**config.mk**
```make
export PLATFORM = sky130hd
export DESIGN_NAME = program_loader
export DESIGN_NICKNAME = d
export VERILOG_FILES = /design/src/rtl/program_loader.sv
export SDC_FILE = /design/constraint.sdc
export NUM_CORES = 1
export LEC_CHECK = 0
export CORE_UTILIZATION = 45
export CTS_BUF_LIST = sky130_fd_sc_hd__clkbuf_8
export CTS_CLUSTER_SIZE = 24
export DETAILED_ROUTE_END_ITERATION = 12
export PLACE_DENSITY = 0.75
export SYNTH_ARGS = -nofsm -noshare
export SYNTH_HDL_FRONTEND = slang
export SYNTH_SLANG_ARGS = --single-unit
```
**constraint.sdc**
```tcl
create_clock -name clk_i -period 6.2 [get_ports clk_i]
set_input_delay 1.24 -clock clk_i [delete_from_list [all_inputs] [get_ports clk_i]]
set_output_delay 1.24 -clock clk_i [all_outputs]
set_load 0.02 [all_outputs]
```
**src/rtl/program_loader.sv**
```systemverilog
// Assembles 16-bit host words (upper half first) into 32-bit instructions,
// writes them to program memory from address 0 and holds the CPU in reset until done.
module program_loader #(
  parameter int PM_DEPTH = 256
) (
  input  logic        clk_i,
  input  logic        reset_i,
  input  logic        start_i,
  input  logic [15:0] load_len_i,
  input  logic        in_valid_i,
  input  logic [15:0] in_data_i,
  output logic        in_ready_o,
  output logic        pm_we_o,
  output logic [15:0] pm_addr_o,
  output logic [31:0] pm_wdata_o,
  output logic        cpu_reset_o,
  output logic        busy_o,
  output logic        done_o,
  output logic        err_o
);

  typedef enum logic [2:0] {S_IDLE, S_HI, S_LO, S_WRITE, S_DONE} state_t;

  localparam logic [16:0] DEPTH_W = 17'(PM_DEPTH);

  state_t      state_q;
  logic [15:0] addr_q;
  logic [15:0] len_q;
  logic [15:0] hi_q;
  logic        in_ready_q;
  logic        pm_we_q;
  logic [15:0] pm_addr_q;
  logic [31:0] pm_wdata_q;
  logic        cpu_reset_q;
  logic        busy_q;
  logic        done_q;
  logic        err_q;

  logic len_ok;
  logic hs;

  assign len_ok = (load_len_i != 16'd0) && ({1'b0, load_len_i} <= DEPTH_W);
  // Handshake uses the registered ready, so no input reaches an output combinationally.
  assign hs     = in_valid_i & in_ready_q;

  always_ff @(posedge clk_i or posedge reset_i) begin
    if (reset_i) begin
      state_q     <= S_IDLE;
      addr_q      <= '0;
      len_q       <= '0;
      hi_q        <= '0;
      in_ready_q  <= 1'b0;
      pm_we_q     <= 1'b0;
      pm_addr_q   <= '0;
      pm_wdata_q  <= '0;
      cpu_reset_q <= 1'b1;
      busy_q      <= 1'b0;
      done_q      <= 1'b0;
      err_q       <= 1'b0;
    end else begin
      done_q  <= 1'b0;
      err_q   <= 1'b0;
      pm_we_q <= 1'b0;
      case (state_q)
        S_IDLE: begin
          if (start_i) begin
            if (len_ok) begin
              len_q       <= load_len_i;
              addr_q      <= '0;
              cpu_reset_q <= 1'b1;
              busy_q      <= 1'b1;
              in_ready_q  <= 1'b1;
              state_q     <= S_HI;
            end else begin
              err_q <= 1'b1;
            end
          end
        end
        S_HI: begin
          if (hs) begin
            hi_q    <= in_data_i;
            state_q <= S_LO;
          end
        end
        S_LO: begin
          if (hs) begin
            pm_wdata_q <= {hi_q, in_data_i};
            pm_addr_q  <= addr_q;
            pm_we_q    <= 1'b1;
            in_ready_q <= 1'b0;
            state_q    <= S_WRITE;
          end
        end
        S_WRITE: begin
          addr_q <= addr_q + 16'd1;
          if (addr_q == len_q - 16'd1) begin
            done_q  <= 1'b1;
            state_q <= S_DONE;
          end else begin
            in_ready_q <= 1'b1;
            state_q    <= S_HI;
          end
        end
        S_DONE: begin
          busy_q      <= 1'b0;
          cpu_reset_q <= 1'b0;
          state_q     <= S_IDLE;
        end
        default: begin
          in_ready_q <= 1'b0;
          busy_q     <= 1'b0;
          state_q    <= S_IDLE;
        end
      endcase
    end
  end

  assign in_ready_o  = in_ready_q;
  assign pm_we_o     = pm_we_q;
  assign pm_addr_o   = pm_addr_q;
  assign pm_wdata_o  = pm_wdata_q;
  assign cpu_reset_o = cpu_reset_q;
  assign busy_o      = busy_q;
  assign done_o      = done_q;
  assign err_o       = err_q;

endmodule

```
==> qor.txt, run 1 <==
RSZ-0062 raised after global routing = false
post_cts resized = 0
Worst Tran Pin Value = 1.156 ns
post-synthesis sequential area ratio = 55.09%
Vias/cell = 5.376
Layout area overhead = 25.33%
Async SR Flop Fraction = 100.0%
Final GP Congestion = 0.8471
Power Density = 186.8 nW/um^2
CTS tree = built
Clock Sinks = 105
Setup crit start kind = primary input
Synth area leader = dfrtp_1
Initial Util = 46.22%
Std-Cell Rows = 37
fin util = 57.93%
Pre-antenna DRT Iters = 4
Max Cap Violations = 0
Diodes inserted = 0
most frequent cells in the layout = dfrtp_1 (104), clkdlybuf4s50_1 (89), mux2_2 (71)
clock share of power = 35.0%
Post-synth top flop = dfrtp_1
Max Freq = 264.9 MHz
Synth cell types = 45
vias in the first global route = 3463
CP endpoint kind = register
Pins Over Slew Limit = 0
Yosys reg bits = 105
FF-to-FF Start = len_q[0]$_DFFE_PP0P_
cell chain of the critical path = clkdlybuf4s50_1 > or4_1 > or3_1 > a41oi_1 > nor4_1 > xnor2_1 > nor2_1
logic gate share of total power = 3.7%
worst setup path start = load_len_i[4]
Max stage delay on crit path = 0.92 ns
worst vdd ir = 0.1605 mV
sw power = 0.2532 mW
CTS Buf Count = 9
Worst Path Buf+Inv = 1
sequential share of power = 61.2%
share of cells above drive strength 1 = 20.70%
CP Data Required Time = 6.45 ns
largest net degree at the start of global routing = 55
first-pass GRT wire length = 17.49 mm
Reg2Reg Setup Slack = 3.26 ns
Period Utilization, post-route = 60.88%
commonest non-fill, non-tap cell in the layout = dfrtp_1
DR iter-0 viols = 128
Chip Width = 105.0 um
cell family with most CP delay = simple AND/OR/NAND/NOR gates
placed cell count = 603
vias = 3328
Mapped Nets = 430
outcome = completed
P_int = 0.8640 mW
initial antenna violation count = 0
Warnings, synthesis = 0
fin cells = 619
boundary pin count = 90
Clock Path Buffers = 2
Arr. time, crit path = 4.02 ns
Fillers = 877
wire per inst = 16.50 um
Worst Hold Launch = cpu_reset_o$_DFFE_PP1P_
Final min period = 3.774 ns
final setup vio count = 0
Cell Area, Synth = 4772 um^2
Post-synth EDFFs = 0
HP Class = reg2reg
clk_lat worst skew = 0.37 ns
Core ar. = 10320 um^2
hold buffers post-CTS = 0
clk_skew = 0.01276 ns
post-CTS setup repair buffer count = 0
htree depth = 3
post-route setup TNS = 0 ns
synth top area cells = dfrtp_1 (55%), mux2_2 (17%), xnor2_1 (4.4%)
Yosys top cell area share = 54.54%
number of port buffers = 89
dpl hpwl = 6.999 mm
sw frac = 22.66%
post-route ant nets = 0
drt drc = 0
Post-Syn Area per Cell = 12.17 um^2
Die Ht = 105.0 um
die area = 11020 um^2
Critical-path top delay cell = a41oi_1
relative slew slack = 21.90%
nets = 516
leakage power = 2.659 nW
gr usage total = 20.16%
crit path max fanout = 11
Fin. Hold Viols = 0
final WL = 10.21 mm
grt ovf = 0
Synth Instances = 392
WS Path Type = in2reg
Clock Tree Root = clkbuf_8
Clock Pin Slew Worst Setup and Hold Paths = 0.10 ns
-- worst reg2reg max path: stages (launching register included) --
cell     delay, ns
dfrtp_1       0.43
inv_1         0.09
ha_1          0.19
or4b_1        0.62
nor4_4        0.30
mux2i_1       0.13
or4_4         0.51
nor4b_2       0.36
a41oi_1       0.16
-- cells by family after synthesis --
| family | after synthesis | share of synthesized area, % |
|---|---|---|
| fa+ha+maj | 2 | 0.5243 |
| flops | 105 | 55.09 |
| buf+inv | 26 | 2.124 |
| mux | 72 | 16.96 |
| simple gates | 126 | 15.34 |
| compound gates | 28 | 3.907 |
| xor+xnor | 33 | 6.057 |
-- path summary, 6_finish.rpt --
kind	endpoint	depth (start not counted)
worst min register to register	cpu_reset_o$_DFFE_PP1P_	2
max in group asynchronous	len_q[1]$_DFFE_PP0P_	3
worst max register to register	in_ready_o$_DFFE_PP0P_	8
worst min-delay path	cpu_reset_o$_DFFE_PP1P_	2
worst max-delay path	addr_q[14]$_DFFE_PP0P_	7
min in group asynchronous	pm_wdata_o[4]$_DFFE_PP0P_	2
-- area by class of cell --
type / instances / area, um^2 / area share (%)
sequential: 105 / 2629 / 43.95
multi-input combinational: 261 / 2049 / 34.27
timing repair buffer: 93 / 920.9 / 15.40
tap: 136 / 170.2 / 2.845
clock buffer: 10 / 137.6 / 2.301
clock inverter: 6 / 41.29 / 0.6904
inverter: 8 / 32.53 / 0.5439
-- state kept, by name, indices dropped and copies added (netlist names) --
| register | flops |
|---|---|
| pm_addr_o | 16 |
| hi_q | 16 |
| len_q | 16 |
| addr_q | 16 |
| state_q | 3 |
| done_o | 1 |
| err_o | 1 |
| busy_o | 1 |
| in_ready_o | 1 |
| cpu_reset_o | 1 |
| pm_wdata_o | 32 |
| pm_we_o | 1 |
-- cells in the mapped netlist (5+ instances only) --
library cell	number
dfrtp_1	104
mux2_2	71
nor2_1	29
xnor2_1	24
nand2_1	20
clkbuf_1	15
nor4_1	11
nor3_1	9
xor2_1	9
a21oi_1	8
inv_1	8
nand4_1	8
nor2b_1	8
o21ai_0	7
nand3_1	6
and2_1	5
nor3b_1	5
or4_1	5
-- metal layers --
layer / GRT usage (%) / routed length, um / part of all wire, % / vias to the layer above
met5: 0 / 0 / 0 / -
met4: 5.332 / 118 / 1.2 / 0
met3: 7.049 / 721 / 7.1 / 12
met2: 31.55 / 4748 / 46 / 96
met1: 26.68 / 4623 / 45 / 1654
li1: - / - / - / 1566
-- stage by stage --
stage | total power [mW] | hold slack (ns) | instance area, um^2 | setup slack [ns]
finish | 1.117 | 0.4823 | 5981 | 2.426
global route | 1.169 | 0.4963 | 5981 | 2.282
CTS | 1.137 | 0.4867 | 5981 | 2.414
detailed placement | 0.7405 | 0.4711 | 5802 | 2.039
global placement | 0.7391 | 0.4647 | 5802 | 2.176
floorplan | 0.7095 | 0.4750 | 4772 | 2.201
-- power groups by stage --
| stage | clock network (mW) | logic, mW | registers [mW] |
|---|---|---|---|
| 2_1_floorplan | 0 | 0.0116 | 0.698 |
| 3_3_place_gp | 0 | 0.0413 | 0.698 |
| 3_5_place_dp | 0 | 0.0427 | 0.698 |
| 4_1_cts | 0.410 | 0.0430 | 0.684 |
| 5_1_grt | 0.438 | 0.0467 | 0.685 |
| 6_report | 0.391 | 0.0417 | 0.684 |
(Power assumes the default switching activity.)
==> run 2, diff against run 1 <==
clock period = 3.5 ns   (was 6.2 ns; I/O delays follow)
==> run 2 against run 1 <==
Against the previous run:
- critical path depth is 1 higher
- via count is 2.2% higher
- wire length is 1.1% lower
- clock-buffer cell count stayed put
- sequential share of layout area is 0.52 points lower
==> qor.txt, run 2 (synthesized netlist as in run 1, its figures left out) <==
Setup crit start kind = register (was primary input)
largest net degree at the start of global routing = 49 (was 55)
htree depth = 3 (unchanged)
Final GP Congestion = 0.8333 (was 0.8471)
Die Ht = 105.0 um (unchanged)
relative slew slack = 48.47% (was 21.90%)
FF-to-FF Start = len_q[0]$_DFFE_PP0P_ (unchanged)
Power Density = 336.9 nW/um^2 (was 186.8 nW/um^2)
commonest non-fill, non-tap cell in the layout = dfrtp_1 (unchanged)
Initial Util = 46.22% (unchanged)
vias = 3402 (was 3328)
final WL = 10.10 mm (was 10.21 mm)
Std-Cell Rows = 37 (unchanged)
first-pass GRT wire length = 16.83 mm (was 17.49 mm)
hold buffers post-CTS = 0 (unchanged)
nets = 519 (was 516)
RSZ-0062 raised after global routing = false (unchanged)
CTS tree = built (unchanged)
Layout area overhead = 26.82% (was 25.33%)
drt drc = 0 (unchanged)
Worst Tran Pin Value = 0.7730 ns (was 1.156 ns)
Clock Path Buffers = 2 (unchanged)
Clock Tree Root = clkbuf_8 (unchanged)
leakage power = 2.689 nW (was 2.659 nW)
Chip Width = 105.0 um (unchanged)
post-route setup TNS = 0 ns (unchanged)
Pins Over Slew Limit = 0 (unchanged)
Vias/cell = 5.469 (was 5.376)
most frequent cells in the layout = dfrtp_1 (104), clkdlybuf4s50_1 (89), mux2_2 (71) (unchanged)
outcome = completed (unchanged)
Max Freq = 341.9 MHz
Cell Area, Placed = 5849 um^2 (was 5802 um^2)
gr usage total = 19.25% (was 20.16%)
grt ovf = 0 (unchanged)
hold path cells = 2 (unchanged)
boundary pin count = 90 (unchanged)
dpl hpwl = 7.267 mm (was 6.999 mm)
Diodes inserted = 0 (unchanged)
die area = 11020 um^2 (unchanged)
wire per inst = 16.24 um (was 16.50 um)
Worst Hold Launch = cpu_reset_o$_DFFE_PP1P_ (unchanged)
RR Endpoint = done_o$_DFF_PP0_ (was in_ready_o$_DFFE_PP0P_)
Finished Cell Area = 6052 um^2 (was 5981 um^2)
Pre-antenna DRT Iters = 4 (unchanged)
Arr. time, crit path = 3.23 ns (was 4.02 ns)
clk_skew = 0.01316 ns (was 0.01276 ns)
crit path max fanout = 6 (was 11)
CTS Buf Count = 9 (unchanged)
initial antenna violation count = 0 (unchanged)
worst setup path start = len_q[0]$_DFFE_PP0P_ (was load_len_i[4])
WS Path Type = reg2reg (was in2reg)
hold endpoint = cpu_reset_o$_DFFE_PP1P_ (unchanged)
number of port buffers = 89 (unchanged)
Final min period = 2.925 ns
clk_lat worst skew = 0.37 ns (about the same)
share of cells above drive strength 1 = 21.60% (was 20.70%)
CP Data Required Time = 3.81 ns (was 6.45 ns)
worst vdd ir = 0.2387 mV (was 0.1605 mV)
DR iter-0 viols = 102 (was 128)
Largest register FFs = 32 (unchanged)
Period Utilization, post-route = 83.58%
vias in the first global route = 3329 (was 3463)
post-route ant nets = 0 (unchanged)
post_cts resized = 0 (unchanged)
Clock Pin Slew Worst Setup and Hold Paths = 0.11 ns (was 0.10 ns)
Fillers = 877 (unchanged)
Core ar. = 10320 um^2 (unchanged)
final setup vio count = 0 (unchanged)
Clock Sinks = 105 (unchanged)
Reg2Reg Setup Slack = 0.57 ns (was 3.26 ns)
CP endpoint kind = register (unchanged)
R2R cell count = 8 (unchanged)
HP Class = reg2reg (unchanged)
Max Cap Violations = 0 (unchanged)
Fin. Hold Viols = 0 (unchanged)
post-CTS setup repair buffer count = 0 (unchanged)
## run 2: worst max-delay path by stage
stage | end | slack [ns] | cells after the start
global placement | len_q[5]$_DFFE_PP0P_ | 0.35 | 7
finish | done_o$_DFF_PP0_ | 0.57 | 8
global route | done_o$_DFF_PP0_ | 0.38 | 8
detailed placement | len_q[5]$_DFFE_PP0P_ | 0.30 | 7
floorplan | addr_q[0]$_DFFE_PP0P_ | 0.04 | 1
CTS | done_o$_DFF_PP0_ | 0.58 | 8
## run 2: final cells by class
type                       count  area (um^2)  area share [%]
sequential                   105         2629           43.44
clock buffer                  10        137.6           2.274
timing repair buffer          96        968.4           16.00
multi-input combinational    261         2049           33.86
inverter                       8        32.53          0.5375
clock inverter                 6        65.06           1.075
tap                          136        170.2           2.812
## run 2: power by group
group	switching, mW	internal [mW]	total (mW)	leakage [nW]
Clock	0.448	0.302	0.750	0.104
Combinational	0.0369	0.0395	0.0764	1.18
Sequential	0	1.21	1.21	1.40
Total	0.485	1.55	2.04	2.69
## run 2: routing by layer
metal  vias to the layer above  wire length, um  track usage, %  share of wire (%)
met5                         -                0               0                  0
met4                         0               69           3.622               0.68
met3                         7              759           6.363                7.5
met2                       109             4789           30.70                 47
met1                      1714             4486           25.80                 44
li1                       1572                -               -                  -
## run 2: metrics by stage
| step | power [mW] | cells | utilization (%) | setup WS (ns) | hold WS [ns] |
|---|---|---|---|---|---|
| global placement | 1.312 | 606 | 56.66 | 0.3515 | 0.4756 |
| floorplan | 1.257 | 392 | - | 0.04111 | 0.4750 |
| global route | 2.116 | 622 | 58.62 | 0.3828 | 0.5221 |
| detailed placement | 1.314 | 606 | 56.66 | 0.3027 | 0.4725 |
| CTS | 2.070 | 622 | 58.62 | 0.5799 | 0.4917 |
| finish | 2.039 | 622 | 58.62 | 0.5748 | 0.4853 |
## run 2: worst max-delay path: stages, from the launching register on
cell	delay [ns]
dfrtp_1	0.44
inv_1	0.09
ha_1	0.19
or4b_1	0.62
nor4_4	0.28
xnor2_1	0.14
a2111o_1	0.42
nor3_1	0.39
and4b_1	0.29
==> run 3, diff against run 2 <==
clock period = 3.06 ns   (was 3.5 ns; I/O delays follow)
==> run 3 against run 2 <==
Against the previous run:
- register-to-register slack worse by 0.29 ns
- clock power up 20%
- maximum frequency up 5.4%
- largest cell class unchanged
- power up 17%
- core utilization up 0.82 points
- global-route usage up 0.90 points
- worst hold slack better by 0.0037 ns
- flip-flop and latch count unchanged
- critical path depth unchanged
- wire length up 1.9%
- die area unchanged
- highest routed layer unchanged
==> qor.txt, run 3 (synthesized netlist as in run 1, its figures left out) <==
Critical-path top delay cell = or4b_1 (unchanged)
post-route ant nets = 0 (unchanged)
Std-Cell Rows = 37 (unchanged)
Clock Pin Slew Worst Setup and Hold Paths = 0.10 ns (was 0.11 ns)
Period Utilization, post-route = 90.68% (was 83.58%)
final WL = 10.30 mm (was 10.10 mm)
Max stage delay on crit path = 0.52 ns (was 0.62 ns)
clk_lat worst skew = 0.38 ns (was 0.37 ns)
post_cts resized = 0 (unchanged)
final setup vio count = 0 (unchanged)
wire per inst = 16.40 um (was 16.24 um)
die area = 11020 um^2 (unchanged)
vias in the first global route = 3579 (was 3329)
Diodes inserted = 0 (unchanged)
Worst Tran Pin Value = 0.7425 ns (was 0.7730 ns)
post-route setup TNS = 0 ns (unchanged)
CTS tree = built (unchanged)
number of port buffers = 89 (unchanged)
Max Cap Violations = 0 (unchanged)
Power Density = 388.0 nW/um^2 (was 336.9 nW/um^2)
Arr. time, crit path = 3.02 ns (was 3.23 ns)
Pre-antenna DRT Iters = 4 (unchanged)
Die Ht = 105.0 um (unchanged)
grt ovf = 0 (unchanged)
RSZ-0062 raised after global routing = false (unchanged)
largest net degree at the start of global routing = 47 (was 49)
Final GP Congestion = 0.8424 (was 0.8333)
fin util = 59.45% (was 58.62%)
commonest non-fill, non-tap cell in the layout = dfrtp_1 (unchanged)
Largest register FFs = 32 (unchanged)
leakage power = 2.721 nW (was 2.689 nW)
CP Data Required Time = 3.30 ns (was 3.81 ns)
Clock Sinks = 105 (unchanged)
WS Path Type = reg2reg (unchanged)
relative slew slack = 50.50% (was 48.47%)
DR iter-0 viols = 104 (was 102)
setup slack after layout = 0.2853 ns (was 0.5748 ns)
clk_skew = 0.01454 ns (was 0.01316 ns)
Initial Util = 46.22% (unchanged)
outcome = completed (unchanged)
drt drc = 0 (unchanged)
hold buffers post-CTS = 0 (unchanged)
htree depth = 3 (unchanged)
crit path max fanout = 4 (was 6)
Vias/cell = 5.427 (was 5.469)
Clock Path Buffers = 2 (unchanged)
FF-to-FF Start = len_q[0]$_DFFE_PP0P_ (unchanged)
vias = 3408 (was 3402)
initial antenna violation count = 0 (unchanged)
Clock Tree Root = clkbuf_8 (unchanged)
Final Power = 2.381 mW (was 2.039 mW)
Setup crit start kind = register (unchanged)
CP endpoint kind = register (unchanged)
cell chain of the critical path = inv_1 > ha_1 > or4b_1 > nor4_4 > mux2i_1 > or4_4 > nor4b_2 > a41oi_1 (was inv_1 > ha_1 > or4b_1 > nor4_4 > xnor2_1 > a2111o_1 > nor3_1 > and4b_1)
Layout area overhead = 28.61% (was 26.82%)
Core ar. = 10320 um^2 (unchanged)
worst vdd ir = 0.3838 mV (was 0.2387 mV)
share of cells above drive strength 1 = 22.56% (was 21.60%)
Max Freq = 360.4 MHz (was 341.9 MHz)
Pins Over Slew Limit = 0 (unchanged)
Final min period = 2.775 ns (was 2.925 ns)
dpl hpwl = 7.346 mm (was 7.267 mm)
pre-CTS setup slack = 0.06834 ns (was 0.3027 ns)
worst setup path start = len_q[0]$_DFFE_PP0P_ (unchanged)
post-CTS setup repair buffer count = 0 (unchanged)
CTS Buf Count = 9 (unchanged)
boundary pin count = 90 (unchanged)
Chip Width = 105.0 um (unchanged)
Final Hold Slack = 0.4890 ns (was 0.4853 ns)
nets = 525 (was 519)
Worst Hold Launch = cpu_reset_o$_DFFE_PP1P_ (unchanged)
Fin. Hold Viols = 0 (unchanged)
most frequent cells in the layout = dfrtp_1 (104), clkdlybuf4s50_1 (89), mux2_2 (71) (unchanged)
HP Class = reg2reg (unchanged)
first-pass GRT wire length = 17.44 mm (was 16.83 mm)
gr usage total = 20.15% (was 19.25%)
==> run 3: cell count changes in the layout (fill, tap and decap cells not counted), sizes merged <==
cell      before  now
clkinvlp       0    2
inv           13    8
bufinv         0    1
clkbuf        10    9
buf            7   13
clkinv         1    4
==> run 3: where the power goes <==
group	internal, mW	switching, mW
sequential	1.39	0
clock	0.394	0.509
combinational	0.0478	0.0435
total	1.83	0.552
==> run 3: through the flow <==
stage | instances | cell area (um^2)
global route | 628 | 6137
global placement | 612 | 5921
finish | 628 | 6137
CTS | 628 | 6137
detailed placement | 612 | 5921
floorplan | 392 | 4776
==> run 3: cell type report <==
cell class	instances	area (um^2)
fill	818	4187
clock inverter	7	92.59
timing repair buffer	102	1039
inverter	8	33.78
clock buffer	9	123.9
sequential	105	2629
multi-input combinational	261	2049
tap	136	170.2
==> run 3: final timing paths <==
path	to	slack, ns	depth (start not counted)
max in group asynchronous	cpu_reset_o$_DFFE_PP1P_	1.75	3
min in group asynchronous	pm_addr_o[13]$_DFFE_PP0P_	0.66	2
min reg2reg	cpu_reset_o$_DFFE_PP1P_	0.49	2
max reg2reg	in_ready_o$_DFFE_PP0P_	0.29	8
max	in_ready_o$_DFFE_PP0P_	0.29	8
min	cpu_reset_o$_DFFE_PP1P_	0.49	2
==> run 3: critical path, delay by kind of cell (launching register included) <==
family                   cells  cell delay [ns]
AO/OA/AOI/OAI                1             0.15
multiplexers                 1             0.13
flip-flops                   1             0.44
adder cells (fa/ha/maj)      1             0.19
AND/OR/NAND/NOR              4             1.66
buffers and inverters        1             0.09
==> run 3: routing by layer <==
layer	global-route usage [%]	routed length, um	vias to the layer above
met5	0	0	-
met4	5.030	91	0
met3	7.860	714	12
met2	32.59	4928	105
met1	25.31	4565	1704
li1	-	-	1587
